File: src/rtl/fft_pkg.sv
// Shared FFT constants and fixed-point helpers: pipeline depth, the Q-format
// range/rounding/saturation helpers, and the width constants derived from a sample width.
package fft_pkg;

    localparam int PIPE_DEPTH = 3;

    // Wide enough for every intermediate at the largest legal sample width (16 bits).
    localparam int ACC_W = 40;
    typedef logic signed [ACC_W-1:0] acc_t;

    function automatic int prod_w(input int bw);
        return 2 * bw;
    endfunction

    // Rescaled product and A +/- P carry two guard bits above the sample width.
    function automatic int sum_w(input int bw);
        return bw + 2;
    endfunction

    function automatic acc_t q_max(input int bw);
        return (acc_t'(1) <<< (bw - 1)) - acc_t'(1);
    endfunction

    function automatic acc_t q_min(input int bw);
        return -(acc_t'(1) <<< (bw - 1));
    endfunction

    // Arithmetic right shift, optionally adding half an LSB first (round half up).
    function automatic acc_t shr_round(input acc_t x, input int sh, input logic rnd);
        acc_t bias;
        bias = '0;
        if (rnd && sh > 0) bias = acc_t'(1) <<< (sh - 1);
        return (x + bias) >>> sh;
    endfunction

    function automatic logic out_of_range(input acc_t x, input int bw);
        return (x > q_max(bw)) || (x < q_min(bw));
    endfunction

    function automatic acc_t saturate(input acc_t x, input int bw);
        if (x > q_max(bw)) return q_max(bw);
        if (x < q_min(bw)) return q_min(bw);
        return x;
    endfunction

endpackage

File: src/rtl/butterfly_pipe_cmul_stage.sv
// First pipeline stage of the butterfly: registers the four partial products
// of the complex multiply W*B; holds them whenever en is low.
module cmul_stage
    import fft_pkg::*;
#(
    parameter int BIT_WIDTH = 8
) (
    input  logic                                 clk,
    input  logic                                 rst_n,
    input  logic                                 en,
    input  logic signed [BIT_WIDTH-1:0]          b_re,
    input  logic signed [BIT_WIDTH-1:0]          b_im,
    input  logic signed [BIT_WIDTH-1:0]          w_re,
    input  logic signed [BIT_WIDTH-1:0]          w_im,
    output logic signed [prod_w(BIT_WIDTH)-1:0]  rr,
    output logic signed [prod_w(BIT_WIDTH)-1:0]  ii,
    output logic signed [prod_w(BIT_WIDTH)-1:0]  ri,
    output logic signed [prod_w(BIT_WIDTH)-1:0]  ir
);

    localparam int PW = prod_w(BIT_WIDTH);

    always_ff @(posedge clk or negedge rst_n) begin
        if (!rst_n) begin
            rr <= '0;
            ii <= '0;
            ri <= '0;
            ir <= '0;
        end else if (en) begin
            rr <= PW'(w_re) * PW'(b_re);
            ii <= PW'(w_im) * PW'(b_im);
            ri <= PW'(w_re) * PW'(b_im);
            ir <= PW'(w_im) * PW'(b_re);
        end
    end

endmodule

File: src/rtl/butterfly_pipe.sv
// Three-stage radix-2 butterfly: out_a = A + W*B, out_b = A - W*B in Q1.(BIT_WIDTH-1).
// Define BUTTERFLY_PIPE_SAT_EN to saturate overflowing results instead of wrapping.
module butterfly_pipe
    import fft_pkg::*;
#(
    parameter int BIT_WIDTH = 8,
    parameter int ROUND     = 1
) (
    input  logic                        clk,
    input  logic                        rst_n,
    input  logic                        in_valid,
    output logic                        in_ready,
    input  logic                        in_scale,
    input  logic signed [BIT_WIDTH-1:0] a_re,
    input  logic signed [BIT_WIDTH-1:0] a_im,
    input  logic signed [BIT_WIDTH-1:0] b_re,
    input  logic signed [BIT_WIDTH-1:0] b_im,
    input  logic signed [BIT_WIDTH-1:0] w_re,
    input  logic signed [BIT_WIDTH-1:0] w_im,
    output logic                        out_valid,
    input  logic                        out_ready,
    output logic signed [BIT_WIDTH-1:0] out_a_re,
    output logic signed [BIT_WIDTH-1:0] out_a_im,
    output logic signed [BIT_WIDTH-1:0] out_b_re,
    output logic signed [BIT_WIDTH-1:0] out_b_im,
    output logic                        ovf_sticky,
    input  logic                        ovf_clr
);

    localparam int   PW  = prod_w(BIT_WIDTH);
    localparam int   SW  = sum_w(BIT_WIDTH);
    localparam logic RND = (ROUND != 0);

    // Handshake: a beat transfers on in_valid && in_ready, a result on
    // out_valid && out_ready. Every stage moves together when the output
    // register is empty or being drained; otherwise the whole pipe holds.
    logic adv;
    assign adv      = !out_valid || out_ready;
    assign in_ready = adv;

    logic [PIPE_DEPTH-1:0]       stage_valid;
    logic                        s1_scale, s2_scale;
    logic signed [BIT_WIDTH-1:0] s1_a_re, s1_a_im;
    logic signed [PW-1:0]        rr, ii, ri, ir;
    logic signed [SW-1:0]        s2_sum [4];
    logic signed [SW-1:0]        sum_d [4];
    logic signed [BIT_WIDTH-1:0] red_d [4];
    logic [3:0]                  ovf_d;

    assign out_valid = stage_valid[PIPE_DEPTH-1];

    cmul_stage #(
        .BIT_WIDTH(BIT_WIDTH)
    ) u_cmul (
        .clk  (clk),
        .rst_n(rst_n),
        .en   (adv),
        .b_re (b_re),
        .b_im (b_im),
        .w_re (w_re),
        .w_im (w_im),
        .rr   (rr),
        .ii   (ii),
        .ri   (ri),
        .ir   (ir)
    );

    // Component order in the arrays: a_re, a_im, b_re, b_im.
    always_comb begin
        acc_t p_re;
        acc_t p_im;
        p_re     = shr_round(acc_t'(rr) - acc_t'(ii), BIT_WIDTH - 1, RND);
        p_im     = shr_round(acc_t'(ri) + acc_t'(ir), BIT_WIDTH - 1, RND);
        sum_d[0] = SW'(acc_t'(s1_a_re) + p_re);
        sum_d[1] = SW'(acc_t'(s1_a_im) + p_im);
        sum_d[2] = SW'(acc_t'(s1_a_re) - p_re);
        sum_d[3] = SW'(acc_t'(s1_a_im) - p_im);
    end

    always_comb begin
        acc_t v;
        v = '0;
        for (int k = 0; k < 4; k++) begin
            v = acc_t'(s2_sum[k]);
            if (s2_scale) v = shr_round(v, 1, RND);
            ovf_d[k] = out_of_range(v, BIT_WIDTH);
`ifdef BUTTERFLY_PIPE_SAT_EN
            v = saturate(v, BIT_WIDTH);
`endif
            red_d[k] = v[BIT_WIDTH-1:0];
        end
    end

    always_ff @(posedge clk or negedge rst_n) begin
        if (!rst_n) begin
            stage_valid <= '0;
            s1_scale    <= 1'b0;
            s2_scale    <= 1'b0;
            s1_a_re     <= '0;
            s1_a_im     <= '0;
            for (int k = 0; k < 4; k++) s2_sum[k] <= '0;
            out_a_re    <= '0;
            out_a_im    <= '0;
            out_b_re    <= '0;
            out_b_im    <= '0;
            ovf_sticky  <= 1'b0;
        end else begin
            if (adv) begin
                stage_valid <= {stage_valid[PIPE_DEPTH-2:0], in_valid};
                s1_scale    <= in_scale;
                s1_a_re     <= a_re;
                s1_a_im     <= a_im;
                s2_scale    <= s1_scale;
                for (int k = 0; k < 4; k++) s2_sum[k] <= sum_d[k];
                out_a_re    <= red_d[0];
                out_a_im    <= red_d[1];
                out_b_re    <= red_d[2];
                out_b_im    <= red_d[3];
            end
            // A fresh overflow beats a simultaneous clear.
            if (adv && stage_valid[1] && (|ovf_d)) ovf_sticky <= 1'b1;
            else if (ovf_clr)                      ovf_sticky <= 1'b0;
        end
    end

endmodule

File: config.mk
export PLATFORM = sky130hd
export DESIGN_NAME = butterfly_pipe
export DESIGN_NICKNAME = d
export VERILOG_FILES = /design/src/rtl/fft_pkg.sv /design/src/rtl/butterfly_pipe_cmul_stage.sv /design/src/rtl/butterfly_pipe.sv
export SDC_FILE = /design/constraint.sdc
export NUM_CORES = 1
export LEC_CHECK = 0
export BUFFER_PORTS_ARGS = -buffer_cell sky130_fd_sc_hd__buf_2
export CORE_MARGIN = 1.5
export CORE_UTILIZATION = 23
export CTS_CLUSTER_SIZE = 30
export DETAILED_ROUTE_END_ITERATION = 12
export SLEW_MARGIN = 20
export SYNTH_ARGS = -nofsm -noshare
export SYNTH_HDL_FRONTEND = slang
export SYNTH_SLANG_ARGS = --single-unit
File: constraint.sdc
create_clock -name clk -period 3.6 [get_ports clk]
set_input_delay 0.18 -clock clk [delete_from_list [all_inputs] [get_ports clk]]
set_output_delay 0.18 -clock clk [all_outputs]
set_load 0.01 [all_outputs]
======== After elaboration in Yosys (flattened, before gate mapping) ========
Index checks and enable logic that the tools add are counted.
storage, ports and cells
  bits in registers ....................... 158
  output and inout port bits .............. 35
  input bits .............................. 54
cells by class
  reductions and logical operators ........ 10
  magnitude comparators ................... 8
  $add $sub $neg .......................... 12
  $mul .................................... 4
  multiplexer cells ....................... 7
operator list
  kind                     number
  $mux W40                 5
  $add A10 B40 Y40         4
  $gt A40 B8 Y1 const B    4
  $lt A40 B8 Y1 const B    4
  $mul A8 B8 Y16           4
  $add A17 B8 Y17 const B  2
  $add A8 B10 Y10          2
  $sub A8 B10 Y10          2
  $add A16 B16 Y17         1
  $sub A16 B16 Y17         1
  $logic_or A1 B1 Y1       5
  $reduce_or A4 Y1         1
  $logic_and A1 B1 Y1      2
  $mux W1                  2
  $reduce_bool A2 Y1       1
  $logic_not A1 Y1         1

======== Depth between registers and ports, before layout ========
Gate-level depths: netlist (run 1).
  word-level depth ........................ 8
  mapped depth ............................ 20

======== Modules after synthesis ========
Synthesis (run 1) repeated with hierarchy kept, for this count alone.
unflattened totals
  cell total of the unflattened synthesis .. 2394
  area, all modules ....................... 21142.8 sq um
modules (own cells, without submodules)
  module          cells each  instances  sequential area each (sq um)  area an instance (sq um)
  cmul_stage      1311        1          1601.5                        12419.4
  butterfly_pipe  1083        1          2302.2                        8723.4

======== Least setup slack after synthesis (run 1) ========
OpenSTA, ideal clock, no wires.
  kind .................................... input to register
  start ................................... input w_re[1]
  end ..................................... register u_cmul.ri[14]
  stages .................................. 17
  setup slack ............................. -0.711 ns
  path buffers ............................ 1
  arrival ................................. 4.242 ns
  required time ........................... 3.530 ns
  path through ............................ clkbuf_1 nand2_1 fa_1 fa_1 inv_1 fa_1 inv_1 fa_1 inv_1 ha_1 o21ai_0 a21boi_0 o21ai_0 a21boi_0 o211ai_1 a2111oi_0 nand3b_1
between the ends
  word-level cells in the longest chain between the ends .. 1
RTL lines
  element               line                             source
  start, declared       butterfly_pipe.sv:18             input logic signed [BIT_WIDTH-1:0] w_re,
  $mul A8 B8 Y16        butterfly_pipe_cmul_stage.sv:32  ri <= PW'(w_re) * PW'(b_im);
  end signal, assigned  butterfly_pipe_cmul_stage.sv:32
  end, declared         butterfly_pipe_cmul_stage.sv:17  output logic signed [prod_w(BIT_WIDTH)-1:0] ri,
No other way between the ends.
A chain may end at the register's enable or synchronous reset.

======== Worst setup path in the final report (run 1) ========
  start ................................... register u_cmul.ri[5]
  end ..................................... register s2_sum[29] (netlist bit)
between the ends
  word-level cells in the longest chain between the ends .. 3
RTL lines
  element           line                  source
  $add A16 B16 Y17  butterfly_pipe.sv:73  p_im = shr_round(acc_t'(ri) + acc_t'(ir), BIT_WIDTH - 1, RND);
  $add A17 B8 Y17   fft_pkg.sv:33         return (x + bias) >>> sh;
  $add A8 B10 Y10   butterfly_pipe.sv:75  sum_d[1] = SW'(acc_t'(s1_a_im) + p_im);
  end, declared     butterfly_pipe.sv:45  logic signed [SW-1:0] s2_sum [4];
No other way between the ends.

==> qor.txt, run 1 <==
YOSYS
------------------------------------------------------------------------------------
Sequential share of the synthesized area ..............................       0.1878
Most used flip-flop cell after synthesis .............................. sky130_fd_sc_hd__dfrtp_1
Cell accounting for the most synthesized area ......................... sky130_fd_sc_hd__fa_1
Nets in the synthesized netlist .......................................         2948
Fraction of synthesized cell area taken by the top area cell type .....       0.2158
Synth cell types ......................................................           68
Number of warnings printed during yosys synthesis .....................            0
Flop and latch count out of synthesis .................................          156
Gate Count Post-Synth .................................................         2410
Count of flip-flops with a built-in enable after synthesis ............            0
Cell Area, Synth ......................................................    20780 µm²
Async SR Flop Fraction ................................................        1.000
Syn Area/Cell .........................................................    8.623 µm²
Leading cell types by total area after synthesis ...................... sky130_fd_sc_hd__fa_1 (22%), sky130_fd_sc_hd__dfrtp_1 (19%), sky130_fd_sc_hd__ha_1 (16%)

SETUP PATH
------------------------------------------------------------------------------------
Required time at the worst-slack endpoint .............................      3.98 ns
Critical path's slowest cell .......................................... sky130_fd_sc_hd__dfrtp_1
Delay of the slowest cell on the worst path ...........................      0.43 ns
Setup crit end kind ...................................................         flop
Top cell family by delay on the critical path ......................... compound AO/OA/AOI/OAI gates
Critical-path cell list ............................................... ha_4 -> ha_4 -> a21oi_2 -> nor2b_1 -> or3_4 -> a21oi_4 -> xnor2_2 -> ha_1 -> a21o_1 -> a21oi_2 -> nor2_1 -> o21a_1 -> o41a_1 -> a31oi_1 -> xnor3_1 -> a21oi_1
Arrival @ worst endpoint ..............................................      4.13 ns
CP Max Fanout .........................................................            2
Stages on worst setup path ............................................           16
CP Class ..............................................................      reg2reg
Crit path buffers/inverters ...........................................            0
Worst setup SP type ...................................................         flop
Number of cells on the worst reg-to-reg path ..........................           16

DRT
------------------------------------------------------------------------------------
Total via count in the routed design ..................................        17151
Post-DRT Antenna Nets .................................................            0
Wirelength per Cell ...................................................     13.78 µm
Count of unresolved DRC violations after routing ......................            0
Via/cell ratio ........................................................        4.305
Total wire length .....................................................     54880 µm
First drt pass iteration count ........................................            5
Initial DRC Count .....................................................          850

WORST HOLD PATH
------------------------------------------------------------------------------------
Hold Path Class .......................................................       in2reg
Hold path cells .......................................................            3

FINAL LAYOUT
------------------------------------------------------------------------------------
Post-layout utilization of the core ...................................       0.3161
Layout Area Growth over Synthesis .....................................       36.48%
Commonest cells after routing, fill and taps aside .................... sky130_fd_sc_hd__inv_1 (335), sky130_fd_sc_hd__buf_4 (321), sky130_fd_sc_hd__nand2_1 (302), sky130_fd_sc_hd__fa_1 (206), sky130_fd_sc_hd__ha_1 (180)
Post-layout instance count excluding filler cells .....................         3984
Total Nets Final ......................................................         3333
Inserted Diodes .......................................................            0
Leading cell type in the layout, fill and taps excluded ............... sky130_fd_sc_hd__inv_1
Proportion of layout cells with a drive suffix above 1 ................       0.2942

GLOBAL ROUTING
------------------------------------------------------------------------------------
Vias in the first global route ........................................        17029
Sum of overflow across all layers after global routing ................            0
Total global routing track utilization ................................       0.1190
Antenna violations before repair ......................................            1
Global-route wire length before repair ................................     88020 µm
Largest net degree at the start of global routing .....................           95

FLOORPLAN
------------------------------------------------------------------------------------
Starting density of the core ..........................................       0.2316
I/O pins ..............................................................           89
Placeable core area ...................................................    89740 µm²
Die height ............................................................     303.6 µm
Overall die area ......................................................    92160 µm²
Width of the die ......................................................     303.6 µm
Placement Rows ........................................................          110

CLOCK TREE
------------------------------------------------------------------------------------
Clock latency at the later pin of the worst-skew pair .................      0.46 ns
Register clock-pin slew on the reported worst setup and hold paths ....      0.08 ns
Maximum clock path buffer count .......................................            2
CTS sink count ........................................................          156
CTS Root Buffer Type .................................................. sky130_fd_sc_hd__clkbuf_16
Depth of the CTS H-tree ...............................................            4
Number of buffers created by CTS ......................................           17
TritonCTS clock tree ..................................................          yes

PLACED DESIGN
------------------------------------------------------------------------------------
Post-detailed-placement half-perimeter wirelength .....................     41510 µm
Minimum setup slack after placement ...................................   -0.8655 ns
IO Port Bufs ..........................................................           88
Weighted congestion at the end of routability-driven global placement .       0.8121
Placed cell count .....................................................         3873

TIMING
------------------------------------------------------------------------------------
Number of endpoints with negative hold slack in the final report ......            0
Final critical delay including setup and external delays ..............     3.750 ns
Final period utilization ..............................................        1.042
Achievable Freq .......................................................    266.7 MHz
Setup-failing EPs final ...............................................           14
Slew Limit Headroom ...................................................       0.3639
Total negative setup slack ............................................   -0.6965 ns
Number of max-slew violations in the final report .....................            0
Clock skew after layout ...............................................   0.01624 ns
Transition time of the tightest slew-check pin ........................    0.9542 ns
Least setup slack across all paths after layout .......................   -0.1500 ns
RSZ-0062 raised after global routing ..................................          yes

JOB
------------------------------------------------------------------------------------
Number of max-capacitance violations reported .........................            0

RUN STATUS
------------------------------------------------------------------------------------
Failing checks ........................................................ setup timing
Result of the run ..................................................... complete, but fails checks

==> worst min-delay path, stage by stage <==
cell and delay (ns):
sky130_fd_sc_hd__buf_2 0.08, sky130_fd_sc_hd__nand2_1 0.07, sky130_fd_sc_hd__o21ai_0 0.10
==> state kept, by name (all words and copies together), names as in the netlist <==
register and flops:
u_cmul.ii 16, out_b_re 8, s1_scale 1, out_b_im 8
u_cmul.ir 16, s2_sum 38, out_a_re 8, s1_a_im 8
s2_scale 1, u_cmul.rr 16, out_a_im 8, stage_valid 3
ovf_sticky 1, u_cmul.ri 16, s1_a_re 8
==> synthesized netlist by cell type, drive strengths merged (15+ instances only) <==
cell type  number
nand2b         22
inv           390
clkbuf         71
o21ai          92
nor2          111
nor3           23
ha            260
and2          156
xnor2          78
o21bai         15
buf            28
nand2         316
fa            224
nand4          16
dfrtp         156
a21o           20
nor2b          20
o21a           22
o31ai          24
xor2           27
nand3          33
a21oi         127
==> worst paths after layout <==
path                              startpoint             to  slack [ns]
worst max-delay path            u_cmul.ri[5]     s2_sum[29]       -0.15
worst min-delay path                 a_re[0]     s1_a_re[0]       0.009
worst max register to register  u_cmul.ri[5]     s2_sum[29]       -0.15
worst min register to register  u_cmul.rr[0]   u_cmul.rr[0]        0.46
max in group asynchronous              rst_n  u_cmul.ir[11]        2.29
min in group asynchronous              rst_n     s2_sum[12]        0.40
==> cell families after synthesis <==
| kind of cell | count (synthesis) | synth area share |
|---|---|---|
| AOI/OAI and AO/OA | 383 | 0.1143 |
| xor gates and xnor gates | 107 | 0.04642 |
| adders and majority gates | 484 | 0.3723 |
| buffers and inverters | 490 | 0.08965 |
| DFF | 156 | 0.1878 |
| muxes | 4 | 0.001987 |
| and+or+nand+nor | 786 | 0.1874 |
==> what timing repair did <==
item                       CTS  global route
pin swaps                  148           183
hold buffers                17             1
resized for setup          233           205
hold endpoints to repair   109             1
setup endpoints to repair   40            42
setup buffers               38            24
cloned                       1             5
==> stage by stage <==
step / hold slack [ns] / area, µm²
CTS: 0.002899 / 27180
floorplan: -0.1156 / 21470
global placement: 0.3753 / 25100
detailed placement: 0.3739 / 25100
finish: 0.009460 / 28360
global route: 0.02182 / 28360
==> cell type report <==
type | instances | area [µm²]
Clock buffer | 17 | 425.4
Clock inverter | 15 | 205.2
Fill cell | 9316 | 61370
Inverter | 391 | 1480
Multi-Input combinational cell | 1764 | 16880
Sequential cell | 156 | 3909
Tap cell | 1176 | 1471
Timing Repair Buffer | 465 | 3994
==> layer usage <==
metal  share of wire  track usage  vias to the layer above
met2            0.45       0.1899                      224
li1                -            -                     8577
met3           0.034      0.01585                       24
met4           0.013      0.01957                        0
met1            0.50       0.1728                     8326
met5               0            0                        -
Power of run 1 is not shown: default switching activity piles up to over one toggle a cycle in this logic, so the estimate is an artifact.
==> run 2: changes to the inputs <==
Settings changed: SKIP_CTS_REPAIR_TIMING from default to 1.
==> run 2 against run 1 <==
The flow still finishes with violations (setup timing). Register-to-register slack got worse by 0.098 ns. Non-clock buffer count decreased by 26. Via count decreased by 1.0%. Die area unchanged. Cell area decreased by 1.5%. Sequential cell count unchanged. Hold slack got worse by 0.0012 ns. Critical path depth unchanged. Routed wire length decreased by 0.80%. Final cell count decreased by 0.65%. Setup slack got worse by 0.098 ns. Utilization decreased by 0.46 points.
==> qor.txt, run 2 (same netlist as run 1, synthesis figures left out) <==
TIMING
------------------------------------------------------------------------------------
Final critical delay including setup and external delays ..............     3.848 ns   was 3.750 ns
Transition time of the tightest slew-check pin ........................    0.9602 ns   was 0.9542 ns
Least setup slack across all paths after layout .......................   -0.2484 ns   was -0.1500 ns
Final period utilization ..............................................        1.069   was 1.042
Number of endpoints with negative hold slack in the final report ......            0   unchanged
Min Hold Slack ........................................................  0.008283 ns   was 0.009460 ns
Number of max-slew violations in the final report .....................            0   unchanged
Setup-failing EPs final ...............................................           17   was 14
RSZ-0062 raised after global routing ..................................          yes   unchanged
Clock skew after layout ...............................................   0.01443 ns   was 0.01624 ns
Slew Limit Headroom ...................................................       0.3598   was 0.3639
Achievable Freq .......................................................    259.8 MHz   was 266.7 MHz

FINAL LAYOUT
------------------------------------------------------------------------------------
Commonest cells after routing, fill and taps aside .................... sky130_fd_sc_hd__inv_1 (331), sky130_fd_sc_hd__buf_4 (308), sky130_fd_sc_hd__nand2_1 (303), sky130_fd_sc_hd__fa_1 (206), sky130_fd_sc_hd__ha_1 (187)   was sky130_fd_sc_hd__inv_1 (335), sky130_fd_sc_hd__buf_4 (321), sky130_fd_sc_hd__nand2_1 (302), sky130_fd_sc_hd__fa_1 (206), sky130_fd_sc_hd__ha_1 (180)
Inserted Diodes .......................................................            0   unchanged
Leading cell type in the layout, fill and taps excluded ............... sky130_fd_sc_hd__inv_1   unchanged
Post-layout instance count excluding filler cells .....................         3958   was 3984
Layout Area Growth over Synthesis .....................................       34.49%   was 36.48%
Post-layout utilization of the core ...................................       0.3115   was 0.3161
Total Nets Final ......................................................         3307   was 3333
Proportion of layout cells with a drive suffix above 1 ................       0.2793   was 0.2942
Register bank with the most flops .....................................       s2_sum   unchanged
Flip-flop count of the largest register, all copies and words added ...           38   unchanged

PLACED DESIGN
------------------------------------------------------------------------------------
IO Port Bufs ..........................................................           88   unchanged
Placed cell count .....................................................         3873   unchanged
Weighted congestion at the end of routability-driven global placement .       0.8121   unchanged
Post-detailed-placement half-perimeter wirelength .....................     41510 µm   unchanged
Minimum setup slack after placement ...................................   -0.8655 ns   unchanged

SETUP PATH
------------------------------------------------------------------------------------
Setup crit end kind ...................................................         flop   unchanged
Delay of the slowest cell on the worst path ...........................      0.42 ns   was 0.43 ns
Worst setup SP type ...................................................         flop   unchanged
Critical path's slowest cell .......................................... sky130_fd_sc_hd__or3_4   was sky130_fd_sc_hd__dfrtp_1
CP Class ..............................................................      reg2reg   unchanged
CP Max Fanout .........................................................            3   was 2
Critical-path cell list ............................................... ha_1 -> ha_1 -> o2111ai_2 -> a21oi_2 -> or3_4 -> a21oi_4 -> xnor2_2 -> ha_1 -> a21o_1 -> a21oi_2 -> nor2_1 -> o21a_1 -> o41a_1 -> a31oi_1 -> xnor3_1 -> a21oi_1   was ha_4 -> ha_4 -> a21oi_2 -> nor2b_1 -> or3_4 -> a21oi_4 -> xnor2_2 -> ha_1 -> a21o_1 -> a21oi_2 -> nor2_1 -> o21a_1 -> o41a_1 -> a31oi_1 -> xnor3_1 -> a21oi_1
Arrival @ worst endpoint ..............................................      4.23 ns   was 4.13 ns
Required time at the worst-slack endpoint .............................      3.98 ns   about the same
Cell type with the highest occurrence count on the critical path ...... sky130_fd_sc_hd__ha_1

GLOBAL ROUTING
------------------------------------------------------------------------------------
Vias in the first global route ........................................        16491   was 17029
Sum of overflow across all layers after global routing ................            0   unchanged
Total global routing track utilization ................................       0.1157   was 0.1190
Largest net degree at the start of global routing .....................           95   unchanged
Global-route wire length before repair ................................     85480 µm   was 88020 µm
Antenna violations before repair ......................................            1   unchanged

WORST HOLD PATH
------------------------------------------------------------------------------------
Hold Path Class .......................................................       in2reg   unchanged

DRT
------------------------------------------------------------------------------------
First drt pass iteration count ........................................            4   was 5
Total wire length .....................................................     54440 µm   was 54880 µm
Via/cell ratio ........................................................        4.289   was 4.305
Count of unresolved DRC violations after routing ......................            0   unchanged
Initial DRC Count .....................................................          831   was 850
Total via count in the routed design ..................................        16975   was 17151
Wirelength per Cell ...................................................     13.75 µm   was 13.78 µm
Post-DRT Antenna Nets .................................................            0   unchanged

CLOCK TREE
------------------------------------------------------------------------------------
Maximum clock path buffer count .......................................            2   unchanged
Number of buffers created by CTS ......................................           17   unchanged
CTS Root Buffer Type .................................................. sky130_fd_sc_hd__clkbuf_16   unchanged
Depth of the CTS H-tree ...............................................            4   unchanged
Clock latency at the later pin of the worst-skew pair .................      0.46 ns   about the same
Register clock-pin slew on the reported worst setup and hold paths ....      0.08 ns   about the same
TritonCTS clock tree ..................................................          yes   unchanged
CTS sink count ........................................................          156   unchanged

FLOORPLAN
------------------------------------------------------------------------------------
Placeable core area ...................................................    89740 µm²   unchanged
Starting density of the core ..........................................       0.2316   unchanged
Overall die area ......................................................    92160 µm²   unchanged
Die height ............................................................     303.6 µm   unchanged
Placement Rows ........................................................          110   unchanged
I/O pins ..............................................................           89   unchanged
Width of the die ......................................................     303.6 µm   unchanged

RUN STATUS
------------------------------------------------------------------------------------
Result of the run ..................................................... complete, but fails checks   unchanged
Failing checks ........................................................ setup timing   unchanged

JOB
------------------------------------------------------------------------------------
Number of max-capacitance violations reported .........................            0   unchanged

run 2: worst paths after layout:
kind                                   start            end  slack (ns)  cells after the start
worst max register to register  u_cmul.ri[4]     s2_sum[29]       -0.25                     16
max in group asynchronous              rst_n  u_cmul.ir[11]        2.27                      3
worst max-delay path            u_cmul.ri[4]     s2_sum[29]       -0.25                     16
worst min register to register  u_cmul.rr[0]   u_cmul.rr[0]        0.47                      2
worst min-delay path                 a_re[0]     s1_a_re[0]       0.008                      3
min in group asynchronous              rst_n    out_a_re[2]        0.41                      2
run 2: metal layers:
| layer | part of all wire | track usage | up-vias |
|---|---|---|---|
| li1 | - | - | 8524 |
| met1 | 0.50 | 0.1705 | 8205 |
| met2 | 0.45 | 0.1811 | 221 |
| met3 | 0.034 | 0.01592 | 25 |
| met4 | 0.010 | 0.01957 | 0 |
| met5 | 0 | 0 | - |
run 2: stage by stage:
stage                     cell area, µm²  setup TNS [ns]
final                              27950          -1.301
after global routing               27950          -4.755
after CTS                          25730          -8.297
after floorplan                    21470          -3.930
after global placement             25100          -19.58
after detailed placement           25100          -22.08
run 2: final cells by class:
class                   count  area, µm²
flip-flops and latches    156       3908
multi-input cells        1764      16740
inverters                 391       1479
clock inverters            15      205.2
clock buffers              17      425.4
repair buffers            439       3717
fillers                  9369      61790
well taps                1176       1471
run 2: worst max-delay path, delay by kind of cell (launching register included):
family | cells | cell delay (ns)
AO/OA/AOI/OAI | 9 | 1.56
adder cells (fa/ha/maj) | 3 | 0.90
AND/OR/NAND/NOR | 2 | 0.47
XOR/XNOR | 2 | 0.43
flip-flops | 1 | 0.40
Power of run 2 is left out for the same reason.
==> run 3: changes to the inputs <==
--- a/config.mk
+++ b/config.mk
@@ -8,2 +8,3 @@
 export BUFFER_PORTS_ARGS = -buffer_cell sky130_fd_sc_hd__buf_2
+export CAP_MARGIN = 10
 export CORE_MARGIN = 1.5
@@ -12,2 +13,3 @@
 export DETAILED_ROUTE_END_ITERATION = 12
+export MAX_ROUTING_LAYER = met4
 export SKIP_CTS_REPAIR_TIMING = 1
==> constraint.sdc (replaced) <==
create_clock -name clk -period 3.6 [get_ports clk]
set_input_delay 0.54 -clock clk [delete_from_list [all_inputs] [get_ports clk]]
set_output_delay 0.54 -clock clk [all_outputs]
set_load 0.01 [all_outputs]
==> run 3 against run 2 <==
Clock-buffer cell count up 1. Setup slack worse by 0.29 ns. The run still ends with setup timing left. Routed wire length up 0.80%.
==> qor.txt, run 3 (same netlist as run 1, synthesis figures left out) <==
CLOCK TREE
------------------------------------------------------------------------------------
Register clock-pin slew on the reported worst setup and hold paths ....      0.07 ns   was 0.08 ns
Maximum clock path buffer count .......................................            2   unchanged
TritonCTS clock tree ..................................................          yes   unchanged
CTS Root Buffer Type .................................................. sky130_fd_sc_hd__clkbuf_16   unchanged
Clock latency at the later pin of the worst-skew pair .................      0.46 ns   about the same
Number of buffers created by CTS ......................................           17   unchanged
Depth of the CTS H-tree ...............................................            4   unchanged
CTS sink count ........................................................          156   unchanged

FLOORPLAN
------------------------------------------------------------------------------------
Placement Rows ........................................................          110   unchanged
Starting density of the core ..........................................       0.2316   unchanged
Placeable core area ...................................................    89740 µm²   unchanged
Width of the die ......................................................     303.6 µm   unchanged
Overall die area ......................................................    92160 µm²   unchanged
Die height ............................................................     303.6 µm   unchanged
I/O pins ..............................................................           89   unchanged

DRT
------------------------------------------------------------------------------------
First drt pass iteration count ........................................            8   was 4
Total via count in the routed design ..................................        17126   was 16975
Initial DRC Count .....................................................          742   was 831
Via/cell ratio ........................................................        4.335   was 4.289
Post-DRT Antenna Nets .................................................            0   unchanged
Wirelength per Cell ...................................................     13.89 µm   was 13.75 µm
Count of unresolved DRC violations after routing ......................            0   unchanged
Total wire length .....................................................     54880 µm   was 54440 µm

PLACED DESIGN
------------------------------------------------------------------------------------
IO Port Bufs ..........................................................           88   unchanged
Post-detailed-placement half-perimeter wirelength .....................     42800 µm   was 41510 µm
Minimum setup slack after placement ...................................    -1.157 ns   was -0.8655 ns
Weighted congestion at the end of routability-driven global placement .       0.8601   was 0.8121
Instance area after placement .........................................    25270 µm²   was 25100 µm²

GLOBAL ROUTING
------------------------------------------------------------------------------------
Global-route wire length before repair ................................     85390 µm   was 85480 µm
Largest net degree at the start of global routing .....................           71   was 95
Antenna violations before repair ......................................            1   unchanged
Sum of overflow across all layers after global routing ................            0   unchanged
Vias in the first global route ........................................        16579   was 16491
Total global routing track utilization ................................       0.1192   was 0.1157

TIMING
------------------------------------------------------------------------------------
Number of max-slew violations in the final report .....................            0   unchanged
Final period utilization ..............................................        1.149   was 1.069
Clock skew after layout ...............................................   0.01412 ns   was 0.01443 ns
Slew Limit Headroom ...................................................       0.5469   was 0.3598
Final critical delay including setup and external delays ..............     4.137 ns   was 3.848 ns
Least setup slack across all paths after layout .......................   -0.5373 ns   was -0.2484 ns
Achievable Freq .......................................................    241.7 MHz   was 259.8 MHz
Transition time of the tightest slew-check pin ........................    0.6797 ns   was 0.9602 ns
Setup-failing EPs final ...............................................           33   was 17
Number of endpoints with negative hold slack in the final report ......            0   unchanged
RSZ-0062 raised after global routing ..................................          yes   unchanged

SETUP PATH
------------------------------------------------------------------------------------
Cell type with the highest occurrence count on the critical path ...... sky130_fd_sc_hd__o21a_1   was sky130_fd_sc_hd__ha_1
Critical-path cell list ............................................... buf_12 -> buf_12 -> buf_12 -> and2_4 -> fa_2 -> inv_2 -> fa_1 -> fa_1 -> fa_1 -> inv_2 -> ha_4 -> nor2b_4 -> o21ai_4 -> a21oi_2 -> o21a_1 -> o21a_1 -> buf_4 -> o21a_1 -> o21a_1 -> o31ai_2   was ha_1 -> ha_1 -> o2111ai_2 -> a21oi_2 -> or3_4 -> a21oi_4 -> xnor2_2 -> ha_1 -> a21o_1 -> a21oi_2 -> nor2_1 -> o21a_1 -> o41a_1 -> a31oi_1 -> xnor3_1 -> a21oi_1
Setup crit end kind ...................................................         flop   unchanged
Arrival @ worst endpoint ..............................................      4.51 ns   was 4.23 ns
CP Class ..............................................................       in2reg   was reg2reg
Worst setup SP type ................................................... primary input   was flop
CP Max Fanout .........................................................            6   was 3
Top cell family by delay on the critical path .........................  adder cells   was compound AO/OA/AOI/OAI gates
Crit path buffers/inverters ...........................................            6   was 0
Stages on worst setup path ............................................           20   was 16
Number of cells on the worst reg-to-reg path ..........................           19   was 16
Critical path's slowest cell .......................................... sky130_fd_sc_hd__fa_1   was sky130_fd_sc_hd__or3_4
Required time at the worst-slack endpoint .............................      3.97 ns   was 3.98 ns
Setup slack of the most critical reg-to-reg path ......................     -0.22 ns   was -0.25 ns
Delay of the slowest cell on the worst path ...........................      0.53 ns   was 0.42 ns

FINAL LAYOUT
------------------------------------------------------------------------------------
Inserted Diodes .......................................................            0   unchanged
Proportion of layout cells with a drive suffix above 1 ................       0.3009   was 0.2793
Post-route cell area ..................................................    28040 µm²   was 27950 µm²
Flip-flop count of the largest register, all copies and words added ...           38   unchanged
Filler cell count .....................................................         9395   was 9369
Total Nets Final ......................................................         3300   was 3307
Leading cell type in the layout, fill and taps excluded ............... sky130_fd_sc_hd__inv_1   unchanged
Register bank with the most flops .....................................       s2_sum   unchanged
Layout Area Growth over Synthesis .....................................       34.91%   was 34.49%
Commonest cells after routing, fill and taps aside .................... sky130_fd_sc_hd__inv_1 (326), sky130_fd_sc_hd__buf_4 (307), sky130_fd_sc_hd__nand2_1 (303), sky130_fd_sc_hd__fa_1 (200), sky130_fd_sc_hd__ha_1 (185)   was sky130_fd_sc_hd__inv_1 (331), sky130_fd_sc_hd__buf_4 (308), sky130_fd_sc_hd__nand2_1 (303), sky130_fd_sc_hd__fa_1 (206), sky130_fd_sc_hd__ha_1 (187)

WORST HOLD PATH
------------------------------------------------------------------------------------
Hold Path Class .......................................................     in2async   was in2reg

RUN STATUS
------------------------------------------------------------------------------------
Result of the run ..................................................... complete, but fails checks   unchanged
Failing checks ........................................................ setup timing   unchanged

JOB
------------------------------------------------------------------------------------
Number of max-capacitance violations reported .........................            0   unchanged

==> run 3: final timing paths <==
kind                              startpoint        endpoint
worst max-delay path                 w_im[1]   u_cmul.ii[12]
min in group clk                    in_valid  stage_valid[0]
worst max register to register  u_cmul.ri[4]       s2_sum[8]
worst min register to register  u_cmul.rr[0]    u_cmul.rr[0]
worst min-delay path                   rst_n     out_a_re[6]
max in group asynchronous              rst_n    u_cmul.rr[6]
==> run 3: area by class of cell <==
type	count	area [µm²]	share of cell area
clock buffers	18	429.2	0.01531
clock inverters	14	121.4	0.004329
inverters	391	1488	0.05306
multi-input cells	1764	16930	0.6037
flip-flops and latches	156	3909	0.1394
well taps	1176	1471	0.05248
repair buffers	432	3691	0.1317
==> run 3: stage by stage <==
stage	std cells	utilization	TNS [ns]	hold slack, ns
floorplan	2410	-	-13.06	0.2444
global placement	3874	0.2816	-33.84	0.4473
detailed placement	3874	0.2816	-35.73	0.4510
CTS	3906	0.2877	-17.12	0.08672
global route	3951	0.3124	-14.47	0.1029
finish	3951	0.3124	-9.440	0.07632
==> run 3: routing by layer <==
| layer | vias up | wire length, µm | share of wire | global-route usage |
|---|---|---|---|---|
| li1 | 8510 | - | - | - |
| met5 | - | 0 | 0 | - |
| met1 | 8336 | 26830 | 0.49 | 0.1652 |
| met4 | 0 | 497 | 0.0091 | 0.02074 |
| met2 | 252 | 25770 | 0.47 | 0.1863 |
| met3 | 28 | 1775 | 0.032 | 0.01649 |
Power of run 3 is left out for the same reason.
